--- config.mk ---
export PLATFORM = sky130hd
export DESIGN_NAME = mmss_timer
export DESIGN_NICKNAME = d
export VERILOG_FILES = /design/src/rtl/mmss_timer.sv
export SDC_FILE = /design/constraint.sdc
export NUM_CORES = 1
export LEC_CHECK = 0
export ABC_CLOCK_PERIOD_IN_PS = 2500
export BUFFER_PORTS_ARGS = -buffer_cell sky130_fd_sc_hd__buf_2
export CAP_MARGIN = 5
export CORE_UTILIZATION = 50
export CTS_BUF_LIST = sky130_fd_sc_hd__clkbuf_16
export DETAILED_ROUTE_END_ITERATION = 12
export GPL_TIMING_DRIVEN = 0
export PLACE_DENSITY = 0.69
export SLEW_MARGIN = 25
export SYNTH_ARGS = -nofsm -noshare
export SYNTH_HDL_FRONTEND = slang
export SYNTH_SLANG_ARGS = --single-unit
--- constraint.sdc ---
create_clock -name clk -period 2.5 [get_ports clk]
set_clock_uncertainty 0.05 [all_clocks]
set_input_delay 0.5 -clock clk [delete_from_list [all_inputs] [get_ports clk]]
set_output_delay 0.5 -clock clk [all_outputs]
set_load 0.01 [all_outputs]
--- src/rtl/mmss_timer.sv ---
// ---------------------------------------------------------------------------
// mmss_timer
//
// Purpose:
//   Minutes:seconds timer with BCD digit outputs. A prescaler divides clk
//   down to one tick per second. Each tick moves the displayed value one
//   second up or down. A small command port supports three operations:
//   clearing the seconds, adding a minute, and clearing everything.
//
// Parameters:
//   CLK_HZ   clk cycles per counted second (>= 2)
//   MIN_MAX  highest displayed minute value (1..99); minutes wrap to 00 above it
//
// Ports:
//   clk        single clock, all state changes on its rising edge
//   rst_n      synchronous active-low reset
//   op[1:0]    command: 00 none, 01 seconds-to-zero, 10 minute-add, 11 clear-all
//   run        1 = count, 0 = freeze (prescaler and digits hold)
//   down       0 = count up, 1 = count down (00:00 is the floor)
//   op_ack     registered high in the cycle after any nonzero op
//   dis_mX     BCD minute tens
//   dis_mU     BCD minute units
//   dis_sX     BCD second tens (0..5)
//   dis_sU     BCD second units
//   sec_tick   one-cycle pulse, coincident with the digits updated by a tick
//   expired    one-cycle pulse when a countdown lands on 00:00
// ---------------------------------------------------------------------------
module mmss_timer #(
    parameter int CLK_HZ  = 50000000,
    parameter int MIN_MAX = 59
) (
    input  logic       clk,
    input  logic       rst_n,
    input  logic [1:0] op,
    input  logic       run,
    input  logic       down,
    output logic       op_ack,
    output logic [3:0] dis_mX,
    output logic [3:0] dis_mU,
    output logic [3:0] dis_sX,
    output logic [3:0] dis_sU,
    output logic       sec_tick,
    output logic       expired
);

    localparam int             PW         = $clog2(CLK_HZ);
    localparam logic [PW-1:0]  PRESC_LAST = PW'(CLK_HZ - 1);

    localparam logic [3:0]     MAX_X      = 4'(MIN_MAX / 10);
    localparam logic [3:0]     MAX_U      = 4'(MIN_MAX % 10);

    localparam logic [1:0]     OP_NONE     = 2'b00;
    localparam logic [1:0]     OP_SEC_ZERO = 2'b01;
    localparam logic [1:0]     OP_MIN_ADD  = 2'b10;
    localparam logic [1:0]     OP_CLEAR    = 2'b11;

    logic [PW-1:0] r_presc;
    logic [3:0]    r_mX;
    logic [3:0]    r_mU;
    logic [3:0]    r_sX;
    logic [3:0]    r_sU;
    logic          r_opAck;
    logic          r_secTick;
    logic          r_expired;

    logic          w_prescAtLast;
    logic [PW-1:0] w_prescNext;
    logic          w_tick;
    logic          w_isZero;
    logic          w_isOne;
    logic          w_minAtMax;

    logic [3:0]    w_minIncX;
    logic [3:0]    w_minIncU;

    logic [3:0]    w_upMX;
    logic [3:0]    w_upMU;
    logic [3:0]    w_upSX;
    logic [3:0]    w_upSU;

    logic [3:0]    w_dnMX;
    logic [3:0]    w_dnMU;
    logic [3:0]    w_dnSX;
    logic [3:0]    w_dnSU;

    // The tick is the cycle on which a running prescaler wraps back to zero.
    // A frozen prescaler sitting on its last value does not tick until run
    // returns, so the second resumes exactly where it was paused.
    assign w_prescAtLast = (r_presc == PRESC_LAST);
    assign w_prescNext   = w_prescAtLast ? '0 : r_presc + 1'b1;
    assign w_tick        = run & w_prescAtLast;

    // 00:00 is the countdown floor. 00:01 is the only value from which a
    // down tick lands on the floor, so that value identifies an expiry.
    assign w_isZero   = (r_mX == 4'd0) && (r_mU == 4'd0) &&
                        (r_sX == 4'd0) && (r_sU == 4'd0);
    assign w_isOne    = (r_mX == 4'd0) && (r_mU == 4'd0) &&
                        (r_sX == 4'd0) && (r_sU == 4'd1);
    assign w_minAtMax = (r_mX == MAX_X) && (r_mU == MAX_U);

    // BCD minute increment, shared by the minute-add command and by the
    // carry out of the seconds when counting up. Wraps MIN_MAX -> 00.
    always_comb begin
        w_minIncX = r_mX;
        w_minIncU = r_mU;
        if (w_minAtMax) begin
            w_minIncX = 4'd0;
            w_minIncU = 4'd0;
        end else if (r_mU == 4'd9) begin
            w_minIncX = r_mX + 4'd1;
            w_minIncU = 4'd0;
        end else begin
            w_minIncU = r_mU + 4'd1;
        end
    end

    // Next value for an up tick: units, then tens (0..5), then minutes.
    always_comb begin
        w_upMX = r_mX;
        w_upMU = r_mU;
        w_upSX = r_sX;
        w_upSU = r_sU;
        if (r_sU != 4'd9) begin
            w_upSU = r_sU + 4'd1;
        end else begin
            w_upSU = 4'd0;
            if (r_sX != 4'd5) begin
                w_upSX = r_sX + 4'd1;
            end else begin
                w_upSX = 4'd0;
                w_upMX = w_minIncX;
                w_upMU = w_minIncU;
            end
        end
    end

    // Next value for a down tick. At 00:00 the value holds; elsewhere the
    // borrow chain never reaches past the minute tens because the floor
    // stops it first.
    always_comb begin
        w_dnMX = r_mX;
        w_dnMU = r_mU;
        w_dnSX = r_sX;
        w_dnSU = r_sU;
        if (!w_isZero) begin
            if (r_sU != 4'd0) begin
                w_dnSU = r_sU - 4'd1;
            end else begin
                w_dnSU = 4'd9;
                if (r_sX != 4'd0) begin
                    w_dnSX = r_sX - 4'd1;
                end else begin
                    w_dnSX = 4'd5;
                    if (r_mU != 4'd0) begin
                        w_dnMU = r_mU - 4'd1;
                    end else begin
                        w_dnMU = 4'd9;
                        w_dnMX = r_mX - 4'd1;
                    end
                end
            end
        end
    end

    // Main state register. Reset wins over everything. A nonzero command is
    // applied on every cycle it is present and swallows a coincident tick:
    // the digits take the command's result only, and neither sec_tick nor
    // expired fires. The prescaler still wraps on such a tick unless the
    // command itself clears it, so the next second is a full one either way.
    always_ff @(posedge clk) begin
        if (!rst_n) begin
            r_presc   <= '0;
            r_mX      <= 4'd0;
            r_mU      <= 4'd0;
            r_sX      <= 4'd0;
            r_sU      <= 4'd0;
            r_opAck   <= 1'b0;
            r_secTick <= 1'b0;
            r_expired <= 1'b0;
        end else begin
            r_opAck   <= (op != OP_NONE);
            r_secTick <= 1'b0;
            r_expired <= 1'b0;

            case (op)
                OP_SEC_ZERO: begin
                    r_sX    <= 4'd0;
                    r_sU    <= 4'd0;
                    r_presc <= '0;
                end

                OP_CLEAR: begin
                    r_mX    <= 4'd0;
                    r_mU    <= 4'd0;
                    r_sX    <= 4'd0;
                    r_sU    <= 4'd0;
                    r_presc <= '0;
                end

                OP_MIN_ADD: begin
                    r_mX <= w_minIncX;
                    r_mU <= w_minIncU;
                    if (run) begin
                        r_presc <= w_prescNext;
                    end
                end

                default: begin
                    if (run) begin
                        r_presc <= w_prescNext;
                    end
                    if (w_tick) begin
                        r_secTick <= 1'b1;
                        if (down) begin
                            r_mX      <= w_dnMX;
                            r_mU      <= w_dnMU;
                            r_sX      <= w_dnSX;
                            r_sU      <= w_dnSU;
                            r_expired <= w_isOne;
                        end else begin
                            r_mX <= w_upMX;
                            r_mU <= w_upMU;
                            r_sX <= w_upSX;
                            r_sU <= w_upSU;
                        end
                    end
                end
            endcase
        end
    end

    assign op_ack   = r_opAck;
    assign dis_mX   = r_mX;
    assign dis_mU   = r_mU;
    assign dis_sX   = r_sX;
    assign dis_sU   = r_sU;
    assign sec_tick = r_secTick;
    assign expired  = r_expired;

endmodule

==> impl_results.md <==
* Status: complete, no violations
* Final design utilization at 0.6022
* Htree depth at 2
* Syn_nets at 357
* Cts bufs inserted at 5
* Chip height at 76.49 um
* Cell Count Post-Placement at about 440
* Number of flops mapped to enable cells by yosys at 0
* Initial antenna violation count at 0
* Synth Area in Compound Gates at 0.1628
* Rows at 26
* Worst-Skew Late Latency at 0.29 ns
* Grt ovf at 0
* Worst Setup End Kind: flip-flop
* First-pass GRT wire length at ~11,000 um
* Final Max Tran Viols at 0
* Post-Synth XOR/XNOR Area at 0.08841
* Clock-pin slew on the worst setup and hold paths at roughly 0.06 ns
* Area leader, netlist: dfxtp_1
* Yosys warning count at 0
* WL final at roughly 6300 um
* Final setup vio count at 0
* Vias at 2,529
* Residual DRC count at 0
* Simple-Gate Fraction of Synth Area at 0.3099
* Most used flip-flop cell after synthesis: dfxtp_1
* Synth top area share at 0.3248
* Pin count of the biggest net entering global routing at 15
* CTS sink count at 45
* Multi-input logic area at 1788 um^2
* Mapped Cells at 343
* Crit path DAT at 2.56 ns
* Core area at 5238 um^2
* FMAX at approximately 0.41 GHz
* Register Area at 903.4 um^2
* Final GP Congestion at 0.8601
* Post-synth ARST share at 0
* Synthesized area at around 2800 um^2
* Number of synthesized register bits at 45
* Avg Inst Size Synth at 8.087 um^2
* Area growth syn-to-layout at 13.71%
* IO buf count at 22
* Die area at 5850 um^2
* Finished Layout Cells at between 400 and 500
* Worst hold path type: flip-flop to flip-flop
* Pre-antenna DRT Iters at 4
* Worst vdd ir at 0.3670 mV
* Share of post-route cells with drive strength above 1 at 0.1390
* Total track usage at 0.2212
* Fin crit share at 0.9673
* Sequential element share of the synthesized area at 0.3248
* Crit-path max FO at 6
* Vias per cell at 5.696
* Max cap viols at 0
* Initial DRC count at 145
* CTS tree: done
* Most frequent cells in the layout: nor2_1, dfxtp_1, nand2_1
* Number of library cell types mapped by synthesis at 60
* Inserted Diodes at 0
* Number of fill cells at between 400 and 500
* Initial Utilization at 0.5296
* PD cells at 494.2 nW/um^2
* Setup TNS at 0 ns
* Worst Max-Slew Pin Slew at 0.6452 ns
* Adder-cell share of the synthesized area at 0.03608
* Largest family of logic cells by synthesized area: simple AND/OR/NAND/NOR gates
* Routed WL per cell at between 10 and 15 um
* Tmin final at between 2 and 2.5 ns
* Clock root buffer: clkbuf_16
* Vias in the first global route at roughly 2,300
* Worst setup SP type: flip-flop
* Critical path required time at 2.64 ns
* Top Ports at 25
* Nets@finish at 387
* Antenna Nets Post-Route at 0
* Clock Tree Buf Depth at 2
* Post-DP HPWL at 4463 um
* Post-synthesis mux area share at 0.03654
* P_leak at 0.001164 uW
* Die X at 76.49 um
* Top cells by area in the synthesized netlist: dfxtp_1, nor2_1, nand2_1
* CP Class: flip-flop to flip-flop
* Final-report hold violation count at 0
* Slew headroom at 0.5666
critical path, stage by stage (launching register included):
cell      delay (ns)
dfxtp_2         0.36
ha_2            0.20
nand3_1         0.14
or4_4           0.61
a2111o_1        0.40
or2_1           0.29
o32ai_1         0.27
logic make-up after synthesis:
logic type,count (synthesis)
simple gates,162
compound gates,61
flops,45
buf+inv,29
xor+xnor,28
mux,10
fa+ha+maj,8
per-stage QoR:
step	setup slack (ns)	instance area [um^2]	hold slack [ns]	total power (uW)
6_report	0.08176	3154	0.4591	1559
5_1_grt	-0.006137	3154	0.4926	1635
4_1_cts	0.0002003	3129	0.4688	1578
3_5_place_dp	-0.05621	2972	0.4543	923.8
3_3_place_gp	-0.07442	2972	0.4389	922.2
2_1_floorplan	0.2190	2774	0.4212	877.2
per-layer routing:
layer | vias to the layer above | GRT usage | wire, um
met2 | 63 | 0.3721 | 3061
met3 | 5 | 0.04072 | 267
li1 | 1288 | - | -
met4 | 0 | 0.08269 | 53
met1 | 1173 | 0.2795 | 2881
met5 | - | 0 | 0
state kept, by name, summed over array words and instances, names as in the netlist:
register / cells
dis_sU: 4
dis_sX: 4
expired: 1
dis_mX: 4
op_ack: 1
r_presc: 26
dis_mU: 4
sec_tick: 1
cell usage after synthesis (all sizes together) (3+ instances only):
cell type / instances
or4: 3
o211ai: 5
nor2: 43
or3b: 3
and3: 6
inv: 10
nor2b: 3
dfxtp: 45
a311oi: 3
nand2b: 6
xor2: 15
nand3: 11
nand2: 37
o21ai: 16
and2: 5
nor3: 5
mux2i: 9
xnor2: 13
nand4: 13
o22ai: 3
a21oi: 13
ha: 8
nand3b: 3
and3b: 3
clkbuf: 14
nor4: 7
buf: 5
report_power, final:
part	internal [uW]	switching, uW
Sequential	727	13.0
Combinational	65.7	111
Clock	366	276
path summary, 6_finish.rpt:
kind | startpoint | to | slack (ns) | cells past startpoint
setup / recovery | r_presc[0]$_SDFFE_PP0P_ | dis_sX[2]$_SDFFE_PN0P_ | 0.08 | 6
hold / removal | r_presc[23]$_SDFFE_PP0P_ | r_presc[23]$_SDFFE_PP0P_ | 0.46 | 2
hold reg to reg | r_presc[23]$_SDFFE_PP0P_ | r_presc[23]$_SDFFE_PP0P_ | 0.46 | 2
setup reg to reg | r_presc[0]$_SDFFE_PP0P_ | dis_sX[2]$_SDFFE_PN0P_ | 0.08 | 6
what timing repair did:
| item | in CTS | in global routing |
|---|---|---|
| setup endpoints to repair | 7 | 11 |
| resized for setup | 2 | 5 |
| hold buffers | 0 | 0 |
| setup buffers | 0 | 1 |
| pin swaps | 0 | 3 |
| gates cloned | 0 | 0 |
area by class of cell:
cell class	count	share of cell area
plain buffers	19	0.02459
well taps	70	0.02777
flip-flops and latches	45	0.2864
repair buffers	23	0.03729
inverters	10	0.01190
clock inverters	3	0.005553
clock buffers	5	0.03967
multi-input cells	269	0.5668
Power figures use the tool's default switching activity.
